File: config.mk
export PLATFORM = sky130hd
export DESIGN_NAME = mem_frame_streamer
export DESIGN_NICKNAME = d
export VERILOG_FILES = /design/src/rtl/mem_streamer_pkg.sv /design/src/rtl/mem_streamer_fifo.sv /design/src/rtl/mem_frame_streamer.sv
export SDC_FILE = /design/constraint.sdc
export NUM_CORES = 1
export LEC_CHECK = 0
export CAP_MARGIN = 5
export CORE_MARGIN = 2
export CORE_UTILIZATION = 40
export CTS_CLUSTER_DIAMETER = 40
export CTS_CLUSTER_SIZE = 8
export DETAILED_ROUTE_END_ITERATION = 10
export GPL_TIMING_DRIVEN = 0
export MAX_ROUTING_LAYER = met4
export PLACE_DENSITY = 0.64
export RECOVER_POWER = 25
export SLEW_MARGIN = 20
export SYNTH_ARGS = -nofsm -noshare
export SYNTH_HDL_FRONTEND = slang
export SYNTH_HIERARCHICAL = 1
export SYNTH_SLANG_ARGS = --single-unit
File: constraint.sdc
create_clock -name clk -period 10.9 [get_ports clk]
set_clock_uncertainty 0.15 [all_clocks]
set_input_delay 1.635 -clock clk [delete_from_list [all_inputs] [get_ports clk]]
set_output_delay 1.635 -clock clk [all_outputs]
set_load 0.1 [all_outputs]
File: src/rtl/mem_streamer_pkg.sv
// mem_streamer_pkg: shared state encoding and sizing helpers
// for the memory frame streamer.
package mem_streamer_pkg;

  typedef enum logic [1:0] {
    IDLE,
    RUN,
    DRAIN
  } state_e;

  localparam int MAX_B = 128;

  function automatic logic [MAX_B-1:0] keep_mask(
    input int unsigned rem,
    input int unsigned b
  );
    logic [MAX_B-1:0] m;
    int unsigned n;
    n = (rem == 0) ? b : rem;
    m = '0;
    for (int unsigned i = 0; i < MAX_B; i++)
      if (i < n) m[i] = 1'b1;
    return m;
  endfunction

  function automatic int unsigned ceil_div(
    input int unsigned n,
    input int unsigned d
  );
    return (n + d - 1) / d;
  endfunction

endpackage

File: src/rtl/mem_streamer_fifo.sv
// mem_streamer_fifo: small first-word-fall-through FIFO;
// an empty FIFO passes the write straight to the read side.
module mem_streamer_fifo #(
  parameter int W = 8,
  parameter int DEPTH = 3,
  localparam int AW = $clog2(DEPTH),
  localparam int CW = $clog2(DEPTH + 1)
) (
  input  logic          clk,
  input  logic          rst,
  input  logic          push_i,
  input  logic [W-1:0]  wdata_i,
  input  logic          pop_i,
  output logic          valid_o,
  output logic [W-1:0]  rdata_o,
  output logic [CW-1:0] count_o
);

  logic [W-1:0]  mem_q [DEPTH];
  logic [AW-1:0] wr_q, rd_q;
  logic [CW-1:0] cnt_q;
  logic          empty, store, deq;

  function automatic logic [AW-1:0] nxt(
    input logic [AW-1:0] p
  );
    return (p == AW'(DEPTH - 1)) ? '0 : p + 1'b1;
  endfunction

  assign empty   = (cnt_q == '0);
  assign valid_o = !empty || push_i;
  assign rdata_o = empty ? wdata_i : mem_q[rd_q];
  assign count_o = cnt_q;
  assign deq     = pop_i && !empty;
  // A word popped in the cycle it arrives is never stored.
  assign store   = push_i && !(empty && pop_i);

  always_ff @(posedge clk or negedge rst) begin
    if (!rst) begin
      wr_q  <= '0;
      rd_q  <= '0;
      cnt_q <= '0;
    end else begin
      if (store) wr_q <= nxt(wr_q);
      if (deq) rd_q <= nxt(rd_q);
      if (store && !deq) cnt_q <= cnt_q + 1'b1;
      else if (deq && !store) cnt_q <= cnt_q - 1'b1;
    end
  end

  always_ff @(posedge clk) begin
    if (store) mem_q[wr_q] <= wdata_i;
  end

endmodule

File: src/rtl/mem_frame_streamer.sv
// mem_frame_streamer: streams a runtime-selected memory region
// as AXI4-Stream frames, with credit-based read issue.
module mem_frame_streamer
  import mem_streamer_pkg::*;
#(
  parameter int addr_width  = 12,
  parameter int data_width  = 32,
  parameter int len_width   = 16,
  parameter int mem_latency = 1
) (
  input  logic                    clk,
  input  logic                    rst,
  input  logic [addr_width-1:0]   cfg_base,
  input  logic [len_width-1:0]    cfg_bytes,
  input  logic                    cfg_loop,
  input  logic                    start,
  input  logic                    stop,
  output logic                    busy,
  output logic                    done,
  output logic [addr_width-1:0]   mem_addr,
  output logic                    mem_en,
  input  logic [data_width-1:0]   mem_rdata,
  output logic [data_width-1:0]   m_axis_tdata,
  output logic [data_width/8-1:0] m_axis_tkeep,
  output logic                    m_axis_tlast,
  output logic                    m_axis_tvalid,
  input  logic                    m_axis_tready
);

  localparam int B = data_width / 8;
  localparam int unsigned BU = B;
  localparam int DEPTH = mem_latency + 2;
  localparam int CW = $clog2(DEPTH + 1);
  localparam int FW = data_width + B + 1;
  localparam logic [CW:0] DEPTH_W = (CW + 1)'(DEPTH);

  state_e                state_q;
  logic [addr_width-1:0] base_q, addr_q;
  logic [len_width-1:0]  words_q, remain_q, words_c;
  logic [B-1:0]          lkeep_q;
  logic                  loop_q, stop_q;

  logic [mem_latency-1:0] vld_q, lst_q;
  logic [B-1:0]           kp_q [mem_latency];

  logic [CW-1:0] inflight, fcnt;
  logic [CW:0]   occ;
  logic          issue, last_w, stop_now;
  logic          f_valid, fire, fin;
  logic [B-1:0]  keep_w;
  logic [FW-1:0] f_rdata;

  always_comb begin
    inflight = '0;
    for (int i = 0; i < mem_latency; i++)
      inflight = inflight + CW'(vld_q[i]);
  end

  // Credits cover both reads in flight and words parked in the FIFO.
  assign occ      = {1'b0, inflight} + {1'b0, fcnt};
  assign issue    = (state_q == RUN) && (remain_q != '0)
                 && (occ < DEPTH_W);
  assign last_w   = (remain_q == len_width'(1));
  assign keep_w   = last_w ? lkeep_q : '1;
  assign stop_now = stop_q || stop;
  assign words_c  = len_width'(ceil_div(32'(cfg_bytes), BU));
  assign fire     = f_valid && m_axis_tready;
  assign fin      = (state_q == DRAIN) && fire
                 && f_rdata[FW-1] && (occ == (CW + 1)'(1));

  always_ff @(posedge clk or negedge rst) begin
    if (!rst) begin
      state_q  <= IDLE;
      base_q   <= '0;
      addr_q   <= '0;
      words_q  <= '0;
      remain_q <= '0;
      lkeep_q  <= '0;
      loop_q   <= 1'b0;
      stop_q   <= 1'b0;
    end else begin
      unique case (state_q)
        IDLE: begin
          if (start && cfg_bytes != '0) begin
            base_q   <= cfg_base;
            addr_q   <= cfg_base;
            words_q  <= words_c;
            remain_q <= words_c;
            lkeep_q  <= B'(keep_mask(32'(cfg_bytes) % BU, BU));
            loop_q   <= cfg_loop;
            stop_q   <= 1'b0;
            state_q  <= RUN;
          end
        end
        RUN: begin
          if (stop) stop_q <= 1'b1;
          if (issue) begin
            if (last_w && loop_q && !stop_now) begin
              addr_q   <= base_q;
              remain_q <= words_q;
            end else begin
              addr_q   <= addr_q + 1'b1;
              remain_q <= remain_q - 1'b1;
              if (last_w) state_q <= DRAIN;
            end
          end
        end
        DRAIN: begin
          if (fin) state_q <= IDLE;
        end
        default: state_q <= IDLE;
      endcase
    end
  end

  always_ff @(posedge clk or negedge rst) begin
    if (!rst) begin
      vld_q <= '0;
      lst_q <= '0;
      for (int i = 0; i < mem_latency; i++) kp_q[i] <= '0;
    end else begin
      vld_q[0] <= issue;
      lst_q[0] <= issue && last_w;
      kp_q[0]  <= keep_w;
      for (int i = 1; i < mem_latency; i++) begin
        vld_q[i] <= vld_q[i-1];
        lst_q[i] <= lst_q[i-1];
        kp_q[i]  <= kp_q[i-1];
      end
    end
  end

  mem_streamer_fifo #(
    .W     (FW),
    .DEPTH (DEPTH)
  ) u_fifo (
    .clk     (clk),
    .rst     (rst),
    .push_i  (vld_q[mem_latency-1]),
    .wdata_i ({lst_q[mem_latency-1], kp_q[mem_latency-1], mem_rdata}),
    .pop_i   (m_axis_tready),
    .valid_o (f_valid),
    .rdata_o (f_rdata),
    .count_o (fcnt)
  );

  assign busy          = (state_q != IDLE);
  assign done          = fin;
  assign mem_en        = issue;
  assign mem_addr      = addr_q;
  assign m_axis_tvalid = f_valid;
  assign m_axis_tlast  = f_valid && f_rdata[FW-1];
  assign m_axis_tkeep  = f_valid ? f_rdata[FW-2:data_width] : '0;
  assign m_axis_tdata  = f_valid ? f_rdata[data_width-1:0] : '0;

endmodule

==> out/results.ini, run 1 <==
[run_status]
status = complete, but fails checks
violations = max-capacitance violations, max-slew violations

[final_layout]
fin_util = 0.504
regArea_sq_um = 5210
finish.net_count = 1044
area_growth_pct = 24.6
antennaDiodeCount = 0
fillers = 2033
drive_gt1_frac = 0.103
multiInputGateArea_sq_um = 3500
stdcell_count = 1268

[pwr]
cellLeakagePower_uw = 0.00424
p_comb_frac = 0.042
seqPwrFrac = 0.517
power.switching_uw = 337
internal_power_uw = 1110
ir_worst_vdd_v = 0.000102
clockPowerShare = 0.441
netSwitchingFraction = 0.233
p_total_uw = 1450
p_per_area_nw_per_um2 = 128

[clock_tree]
clock_latency_ps = 440
cts_root_buf = clkbuf_16
hold_buffers = 0
clkTransAtPathRegs_ps = 70
h-tree-depth = 4
numCtsBuffers = 17
postCtsSetupBuffers = 0
tritoncts = built
clockBufferDepth = 2
clock-sinks = 186
cts-resized-gates = 0

[sta]
period_minus_slack_ps = 6160
rsz0062_at_grt = false
hold_violations = 0
setup_violations = 0
min_period_over_period = 0.565
max_slew.worst_pin.slew_ps = 2180
finalSetupTns_ps = 0
timing.fmax_mhz = 162
slew_headroom = -0.452
maxSlewViolCount = 78

[global_route]
grt_pass1_wl_mm = 38.7
grt_antenna_before_repair = 0
grt_pass1_vias = 7047
use_met3 = 0.0443
grt_usage = 0.215
top_usage_layer = met2
grt_max_degree = 39
grt.overflow.total = 0
use_met1 = 0.280
use_met2 = 0.345

[synth]
seq_area_frac_synth = 0.574
synth_ff_type = edfxtp_1
ys.warnings.count = 6
muxShareOfSynthArea = 0.0127
synth-simple-area-share = 0.170
ys_types = 73
synthAdderAreaFrac = 0.0110
syn_nets = 898
ys_ff_latch = 186
synth.avg_cell_area_sq_um = 11.0
synthXorXnorAreaFrac = 0.0338
synthDominantCellAreaShare = 0.367
async_reset_ff_frac = 0.403
syn_inst = 824
synth-edff-count = 111
synth_top_area_cell = edfxtp_1
synth_top_family_by_area = simple AND/OR/NAND/NOR gates
synth.top_cells.by_area = edfxtp_1 37%, dfrtp_1 21%, a21oi_1 4.4%, nand2_1 3.1%, a22oi_1 3.0%
syn-cell-area_sq_um = 9070
synth_compound_area_frac = 0.156

[drt]
routedWlPerCell_um = 19.5
vias_per_cell = 5.64
drc = 0
wl_mm = 24.7
dr.pass1.iters = 5
vias = 7146
ant_nets = 0
dr.first_iter.drc_count = 666

[setup_path]
worstPathMaxFanout = 6
path_class = in -> out
timing.critical_path.from = m_axis_tready
reg2reg_from = remain_q[0]
arrival_ps = 4370
start_kind = primary input
critPathRequiredTime_ps = 9120
endpoint_kind = primary output

[die]
start_util = 0.404
io_pins = 119
rows = 55
die_h_um = 155
dieArea_sq_um = 23900
die-width_um = 155
core_area_sq_um = 22400

[placement]
dp.cells = 1236
gp_congestion = 0.858
dpl.hpwl_mm = 17.1
portBuffers = 117

[hold_path]
hold_start = lkeep_q[0]
hold_class = reg -> reg

[flow_run]
cap_violations = 2

==> flip-flops by register name, indices dropped and copies added, names as in the netlist <==
register / flops
u_fifo/mem_q: 111
remain_q: 16
words_q: 15
base_q: 12
mem_addr: 12
kp_q: 4
lkeep_q: 4
state_q: 2
u_fifo/count_o: 2
u_fifo/rd_q: 2
u_fifo/wr_q: 2
loop_q: 1
lst_q: 1
stop_q: 1
vld_q: 1
==> layout make-up <==
class | count | share of cell area
plain buffers | 56 | 0.0294
clock buffers | 17 | 0.0376
clock inverters | 15 | 0.0162
inverters | 12 | 0.00398
multi-input cells | 570 | 0.309
flip-flops and latches | 186 | 0.461
well taps | 285 | 0.0315
repair buffers | 127 | 0.111
==> synthesized netlist by cell type, types with 3 or more instances <==
| master | number |
|---|---|
| edfxtp_1 | 111 |
| a21oi_1 | 79 |
| nand2_1 | 76 |
| dfrtp_1 | 75 |
| nor2_1 | 58 |
| and2_1 | 38 |
| a22oi_1 | 36 |
| nor3_1 | 34 |
| o21ai_0 | 33 |
| xnor2_1 | 22 |
| clkbuf_1 | 20 |
| buf_2 | 17 |
| nand2b_1 | 17 |
| nand3_1 | 15 |
| nand4_1 | 15 |
| xor2_1 | 13 |
| a31oi_1 | 12 |
| inv_1 | 11 |
| buf_6 | 10 |
| ha_1 | 8 |
| nor4_1 | 8 |
| o211ai_1 | 8 |
| buf_4 | 7 |
| o22a_1 | 7 |
| o22ai_1 | 7 |
| o31a_1 | 5 |
| a211oi_1 | 4 |
| and4_1 | 4 |
| mux2_2 | 4 |
| mux2i_1 | 4 |
| nor2b_1 | 4 |
| nor3b_1 | 4 |
| or3_1 | 4 |
| a22o_1 | 3 |
| o31ai_1 | 3 |
==> critical path, stage by stage <==
cell and delay, ps:
clkdlybuf4s50_1 610, or4bb_1 520, nor3_1 380, clkdlybuf4s50_1 1220
==> final timing paths <==
| path | slack [ps] | endpoint | depth (start not counted) |
|---|---|---|---|
| setup / recovery | 4740 | done | 4 |
| hold / removal | 310 | lkeep_q[0] | 2 |
| max in group asynchronous | 6020 | words_q[9] | 2 |
| setup reg to reg | 8190 | remain_q[14] | 7 |
| min in group asynchronous | 1680 | base_q[8] | 1 |
| hold reg to reg | 310 | lkeep_q[0] | 2 |
==> power by group through the flow <==
stage	sequential, uW	clock, uW	combinational, uW
after floorplan	763	0	17.4
after global placement	763	0	60.6
after detailed placement	762	0	62.0
after CTS	747	646	62.4
after global routing	747	673	67.2
final	747	637	60.8
==> stage by stage <==
stage | hold slack (ps) | area, sq um | setup slack (ps)
floorplan | 280 | 9070 | 4930
global placement | 297 | 10600 | 3110
detailed placement | 299 | 10700 | 4630
CTS | 315 | 11300 | 4630
global route | 334 | 11300 | 4620
finish | 309 | 11300 | 4740
==> per-layer routing <==
layer / part of all wire / wire (um)
met1: 0.44 / 11000
met3: 0.061 / 1500
met2: 0.48 / 11800
met5: 0 / 0
met4: 0.016 / 399
==> layout by cell type (no fill, tap or decap), drive strengths merged, types with 11 or more instances in the layout <==
cell and count:
a21oi 80, a22oi 36, a31oi 12, and2 38, buf 45, clkbuf 39, clkdlybuf4s50 112, dfrtp 75
edfxtp 111, inv 23, nand2 77, nand2b 17, nand3 15, nand4 15, nor2 59, nor3 35
nor4 11, o21ai 36, xnor2 22, xor2 13
==> kinds of logic (layout without fill, tap and decap cells) <==
kind of cell | count (synthesis) | after routing
adder cells (fa/ha/maj) | 8 | 8
multiplexers | 10 | 10
flip-flops | 186 | 186
AO/OA/AOI/OAI | 221 | 221
buffers and inverters | 68 | 227
XOR/XNOR | 35 | 35
AND/OR/NAND/NOR | 296 | 296
(Power assumes the default switching activity.)
==> run 2, diff against run 1 <==
clock period = 6.08 ns   (was 10.9 ns; I/O delays follow)
==> out/results.ini, run 2 (same netlist as run 1, synthesis figures left out) <==
[final_layout]
layout_common_cells = 111 x edfxtp_1, 110 x clkdlybuf4s50_1, 79 x a21oi_1  ; was 112 x clkdlybuf4s50_1, 111 x edfxtp_1, 79 x a21oi_1
drive_gt1_frac = 0.104  ; was 0.103
area_growth_pct = 24.7  ; was 24.6%
top_regs = u_fifo/mem_q x111, remain_q x16, words_q x15  ; unchanged
final_common_cell = edfxtp_1  ; was clkdlybuf4s50_1
fin_area_sq_um = 11300  ; about the same
antennaDiodeCount = 0  ; unchanged
finish.net_count = 1044  ; unchanged
regMostFlops = u_fifo/mem_q  ; unchanged
stdcell_count = 1268  ; unchanged
largest_reg_flops = 111  ; unchanged

[die]
rows = 55  ; unchanged
core_area_sq_um = 22400  ; unchanged
dieArea_sq_um = 23900  ; unchanged
die_h_um = 155  ; unchanged
die-width_um = 155  ; unchanged
io_pins = 119  ; unchanged
start_util = 0.404  ; unchanged

[sta]
min_period_over_period = 0.775
maxSlewViolCount = 78  ; unchanged
whs_ps = 309  ; about the same
slew_headroom = -0.459  ; was -0.452
rsz0062_at_grt = false  ; unchanged
finalSetupTns_ps = 0  ; unchanged
hold_violations = 0  ; unchanged
setup_violations = 0  ; unchanged
period_minus_slack_ps = 4710
timing.fmax_mhz = 212
max_slew.worst_pin.slew_ps = 2190  ; was 2180 ps

[global_route]
grt_pass1_wl_mm = 38.7  ; unchanged
grt_antenna_before_repair = 0  ; unchanged
grt_usage = 0.215  ; unchanged
grt_max_degree = 39  ; unchanged
grt_pass1_vias = 7047  ; unchanged
grt.overflow.total = 0  ; unchanged

[setup_path]
reg2reg_from = remain_q[0]  ; unchanged
path_class = in -> out  ; unchanged
r2r_cells = 7  ; unchanged
critPathRequiredTime_ps = 5020  ; was 9120 ps
arrival_ps = 3650  ; was 4370 ps
endpoint_kind = primary output  ; unchanged
r2r_end = remain_q[14]  ; unchanged
worstSetupEndpoint = done  ; unchanged
timing.critical_path.from = m_axis_tready  ; unchanged
worstPathMaxFanout = 6  ; unchanged
start_kind = primary input  ; unchanged
r2r_slack_ps = 3370  ; was 8190 ps

[drt]
dr.pass1.iters = 5  ; unchanged
vias_per_cell = 5.62  ; was 5.64
drc = 0  ; unchanged
wl_mm = 24.7  ; about the same
ant_nets = 0  ; unchanged
dr.first_iter.drc_count = 671  ; was 666
vias = 7131  ; was 7146
routedWlPerCell_um = 19.5  ; about the same

[pwr]
cellLeakagePower_uw = 0.00425  ; was 0.00424 uW
p_per_area_nw_per_um2 = 229  ; was 128 nW/um^2
p_total_uw = 2590  ; was 1450 uW
ir_worst_vdd_v = 0.000185  ; was 0.000102 V

[placement]
portBuffers = 117  ; unchanged
dpl.hpwl_mm = 17.1  ; unchanged
gp_congestion = 0.858  ; unchanged
dp.cells = 1236  ; unchanged
postPlaceCellArea_sq_um = 10700  ; unchanged

[flow_run]
cap_violations = 2  ; unchanged

[hold_path]
hold_class = reg -> reg  ; unchanged

[clock_tree]
clock-sinks = 186  ; unchanged
clock_latency_ps = 440  ; about the same
postCtsSetupBuffers = 0  ; unchanged
numCtsBuffers = 17  ; unchanged
cts_root_buf = clkbuf_16  ; unchanged
hold_buffers = 0  ; unchanged
clkTransAtPathRegs_ps = 70  ; about the same
tritoncts = built  ; unchanged
cts-resized-gates = 0  ; unchanged
clockBufferDepth = 2  ; unchanged
h-tree-depth = 4  ; unchanged

[run_status]
status = complete, but fails checks  ; unchanged
violations = max-capacitance violations, max-slew violations  ; unchanged

[run 2: critical path: stages]
cell and delay (ps):
clkdlybuf4s50_1 610, or4bb_1 520, nor3_1 380, clkdlybuf4s50_1 1220
[run 2: routing by layer]
metal  wire (um)  GRT usage  vias to the layer above  part of all wire
li1            -          -                     3332                 -
met1       11000      0.280                     3481              0.45
met2       11900      0.345                      288              0.48
met3        1510     0.0443                       30             0.061
met4         333     0.0564                        0             0.013
met5           0          -                        -                 0
[run 2: worst min-delay path by stage]
| stage | from | to | slack, ps | depth (start not counted) |
|---|---|---|---|---|
| after global routing | lkeep_q[0] | lkeep_q[0] | 330 | 2 |
| after global placement | lkeep_q[0] | lkeep_q[0] | 300 | 2 |
| after CTS | rst | base_q[8] | 310 | 1 |
| final | lkeep_q[0] | lkeep_q[0] | 310 | 2 |
| after detailed placement | lkeep_q[0] | lkeep_q[0] | 300 | 2 |
| after floorplan | lkeep_q[0] | lkeep_q[0] | 280 | 2 |
[run 2: cell type report]
| class | instances | area (sq um) |
|---|---|---|
| Sequential cell | 186 | 5210 |
| Inverter | 12 | 45.0 |
| Tap cell | 285 | 357 |
| Fill cell | 2034 | 11100 |
| Multi-Input combinational cell | 570 | 3500 |
| Clock buffer | 17 | 425 |
| Buffer | 56 | 333 |
| Timing Repair Buffer | 127 | 1260 |
| Clock inverter | 15 | 183 |
[run 2: where the power goes]
group	internal, uW	leakage [uW]	total [uW]	switching, uW
clock network	596	0.000300	1150	549
registers	1340	0.00200	1340	1.71
logic	52.8	0.00195	109	56.0
total	1990	0.00425	2590	607
[run 2: metrics by stage]
| step | setup WS (ps) | util |
|---|---|---|
| 6_report | 1370 | 0.504 |
| 5_1_grt | 1200 | 0.504 |
| 4_1_cts | 1250 | 0.505 |
| 3_5_place_dp | 1260 | 0.478 |
| 3_3_place_gp | -990 | 0.473 |
| 2_1_floorplan | 1350 | - |
==> run 3, diff against run 2 <==
clock period = 4.7 ns   (was 6.08 ns; I/O delays follow)
==> out/results.ini, run 3 (same netlist as run 1, synthesis figures left out) <==
[die]
start_util = 0.404  ; unchanged
dieArea_sq_um = 23900  ; unchanged
rows = 55  ; unchanged
core_area_sq_um = 22400  ; unchanged
io_pins = 119  ; unchanged
die-width_um = 155  ; unchanged
die_h_um = 155  ; unchanged

[final_layout]
fin_area_sq_um = 11300  ; about the same
layout_common_cells = 111 x edfxtp_1, 110 x clkdlybuf4s50_1, 79 x a21oi_1  ; unchanged
stdcell_count = 1268  ; unchanged
area_growth_pct = 24.9  ; was 24.7%
finish.net_count = 1044  ; unchanged
antennaDiodeCount = 0  ; unchanged
regMostFlops = u_fifo/mem_q  ; unchanged
largest_reg_flops = 111  ; unchanged
final_common_cell = edfxtp_1  ; unchanged
fillers = 2031  ; was 2034
top_regs = u_fifo/mem_q x111, remain_q x16, words_q x15  ; unchanged
drive_gt1_frac = 0.105  ; was 0.104

[setup_path]
r2r_cells = 7  ; unchanged
endpoint_kind = primary output  ; unchanged
path_common_cell = ha_1  ; was clkdlybuf4s50_1
cp_cell_sequence = ha_1 > ha_1 > or4bb_1 > nor3_1 > clkdlybuf4s50_1  ; was clkdlybuf4s50_1 > or4bb_1 > nor3_1 > clkdlybuf4s50_1
max_stage_delay_ps = 1220  ; about the same
start_kind = register  ; was primary input
reg2reg_from = remain_q[0]  ; unchanged
r2r_slack_ps = 2000  ; was 3370 ps
arrival_ps = 3520  ; was 3650 ps
r2r_end = remain_q[14]  ; unchanged
path_class = reg -> out  ; was in -> out
worstPathMaxFanout = 8  ; was 6
crit_slowest_cell = clkdlybuf4s50_1  ; unchanged
timing.critical_path.from = u_fifo/count_o[0]  ; was m_axis_tready
worstSetupEndpoint = done  ; unchanged
critPathRequiredTime_ps = 3850  ; was 5020 ps

[global_route]
grt_max_degree = 39  ; unchanged
grt_pass1_wl_mm = 38.7  ; unchanged
grt_antenna_before_repair = 0  ; unchanged
grt_pass1_vias = 7047  ; unchanged
grt.overflow.total = 0  ; unchanged
grt_usage = 0.215  ; unchanged

[drt]
dr.pass1.iters = 5  ; unchanged
vias_per_cell = 5.66  ; was 5.62
dr.first_iter.drc_count = 699  ; was 671
routedWlPerCell_um = 19.5  ; about the same
wl_mm = 24.7  ; about the same
drc = 0  ; unchanged
vias = 7183  ; was 7131
ant_nets = 0  ; unchanged

[sta]
period_minus_slack_ps = 4370
timing.fmax_mhz = 229
hold_violations = 0  ; unchanged
maxSlewViolCount = 38  ; was 78
rsz0062_at_grt = false  ; unchanged
max_slew.worst_pin.slew_ps = 2230  ; was 2190 ps
setup_violations = 0  ; unchanged
slew_headroom = -0.487  ; was -0.459
min_period_over_period = 0.930

[pwr]
internal_power_uw = 2570  ; was 1990 uW
netSwitchingFraction = 0.233  ; was 0.234
power.switching_uw = 783  ; was 607 uW
ir_worst_vdd_v = 0.000239  ; was 0.000185 V
seqPwrFrac = 0.517  ; was 0.516
clockPowerShare = 0.441  ; was 0.442
cellLeakagePower_uw = 0.00426  ; was 0.00425 uW
p_comb_frac = 0.042  ; about the same
p_per_area_nw_per_um2 = 296  ; was 229 nW/um^2

[run_status]
status = complete, but fails checks  ; unchanged
violations = max-capacitance violations, max-slew violations  ; unchanged

[clock_tree]
h-tree-depth = 4  ; unchanged
cts_root_buf = clkbuf_16  ; unchanged
hold_buffers = 0  ; unchanged
postCtsSetupBuffers = 0  ; unchanged
numCtsBuffers = 17  ; unchanged
clockBufferDepth = 2  ; unchanged
clock-sinks = 186  ; unchanged
tritoncts = built  ; unchanged
clock_latency_ps = 440  ; about the same
cts-resized-gates = 0  ; unchanged
clkTransAtPathRegs_ps = 70  ; about the same

[placement]
dpl.hpwl_mm = 17.1  ; unchanged
gp_congestion = 0.858  ; unchanged
postPlaceCellArea_sq_um = 10700  ; unchanged
dp.cells = 1236  ; unchanged
portBuffers = 117  ; unchanged

[flow_run]
cap_violations = 1  ; was 2

[hold_path]
hold_class = reg -> reg  ; unchanged

## run 3: changes by cell type in the layout (fill, tap and decap cells not counted)
| cell | before | now |
|---|---|---|
| clkbuf_1 | 22 | 21 |
| buf_12 | 0 | 1 |
## run 3: power by group through the flow
| stage | Combinational [uW] | Sequential (uW) | Clock, uW |
|---|---|---|---|
| 6_report | 143 | 1730 | 1480 |
| 5_1_grt | 157 | 1730 | 1560 |
| 4_1_cts | 145 | 1730 | 1500 |
| 3_5_place_dp | 144 | 1770 | 0 |
| 3_3_place_gp | 141 | 1770 | 0 |
| 2_1_floorplan | 40.3 | 1770 | 0 |
## run 3: worst min-delay path by stage
stage / from / endpoint / slack (ps) / cells after the start
2_1_floorplan: rst / base_q[0] / 260 / 0
3_3_place_gp: lkeep_q[0] / lkeep_q[0] / 300 / 2
3_5_place_dp: lkeep_q[0] / lkeep_q[0] / 300 / 2
4_1_cts: rst / base_q[8] / 110 / 1
5_1_grt: lkeep_q[0] / lkeep_q[0] / 330 / 2
6_report: lkeep_q[0] / lkeep_q[0] / 310 / 2
## run 3: stage by stage
| stage | setup slack (ps) | power [uW] | util | hold WS (ps) | TNS (ps) |
|---|---|---|---|---|---|
| after detailed placement | 291 | 1910 | 0.478 | 299 | 0 |
| after CTS | 203 | 3380 | 0.505 | 106 | 0 |
| after floorplan | 176 | 1810 | - | 259 | 0 |
| final | 329 | 3360 | 0.505 | 309 | 0 |
| after global routing | 169 | 3450 | 0.505 | 334 | 0 |
| after global placement | -2160 | 1910 | 0.473 | 297 | -153440 |
## run 3: critical path, delay by kind of cell, from the launching register on
| kind | cells | cell delay, ps |
|---|---|---|
| buffers and inverters | 1 | 1220 |
| DFF | 1 | 460 |
| adders and majority gates | 2 | 500 |
| and+or+nand+nor | 2 | 890 |
## run 3: area by class of cell
cell class	instances	area, sq um	area share
Timing Repair Buffer	127	1270	0.112
Sequential cell	186	5210	0.460
Inverter	12	45.0	0.00398
Multi-Input combinational cell	570	3500	0.309
Clock inverter	15	183	0.0161
Clock buffer	17	425	0.0376
Buffer	56	333	0.0294
Tap cell	285	357	0.0315
## run 3: routing by layer
metal | up-vias | wire length, um | global-route usage
met4 | 0 | 403 | 0.0564
met3 | 40 | 1520 | 0.0443
met5 | - | 0 | -
met1 | 3524 | 11000 | 0.280
met2 | 289 | 11800 | 0.345
li1 | 3330 | - | -
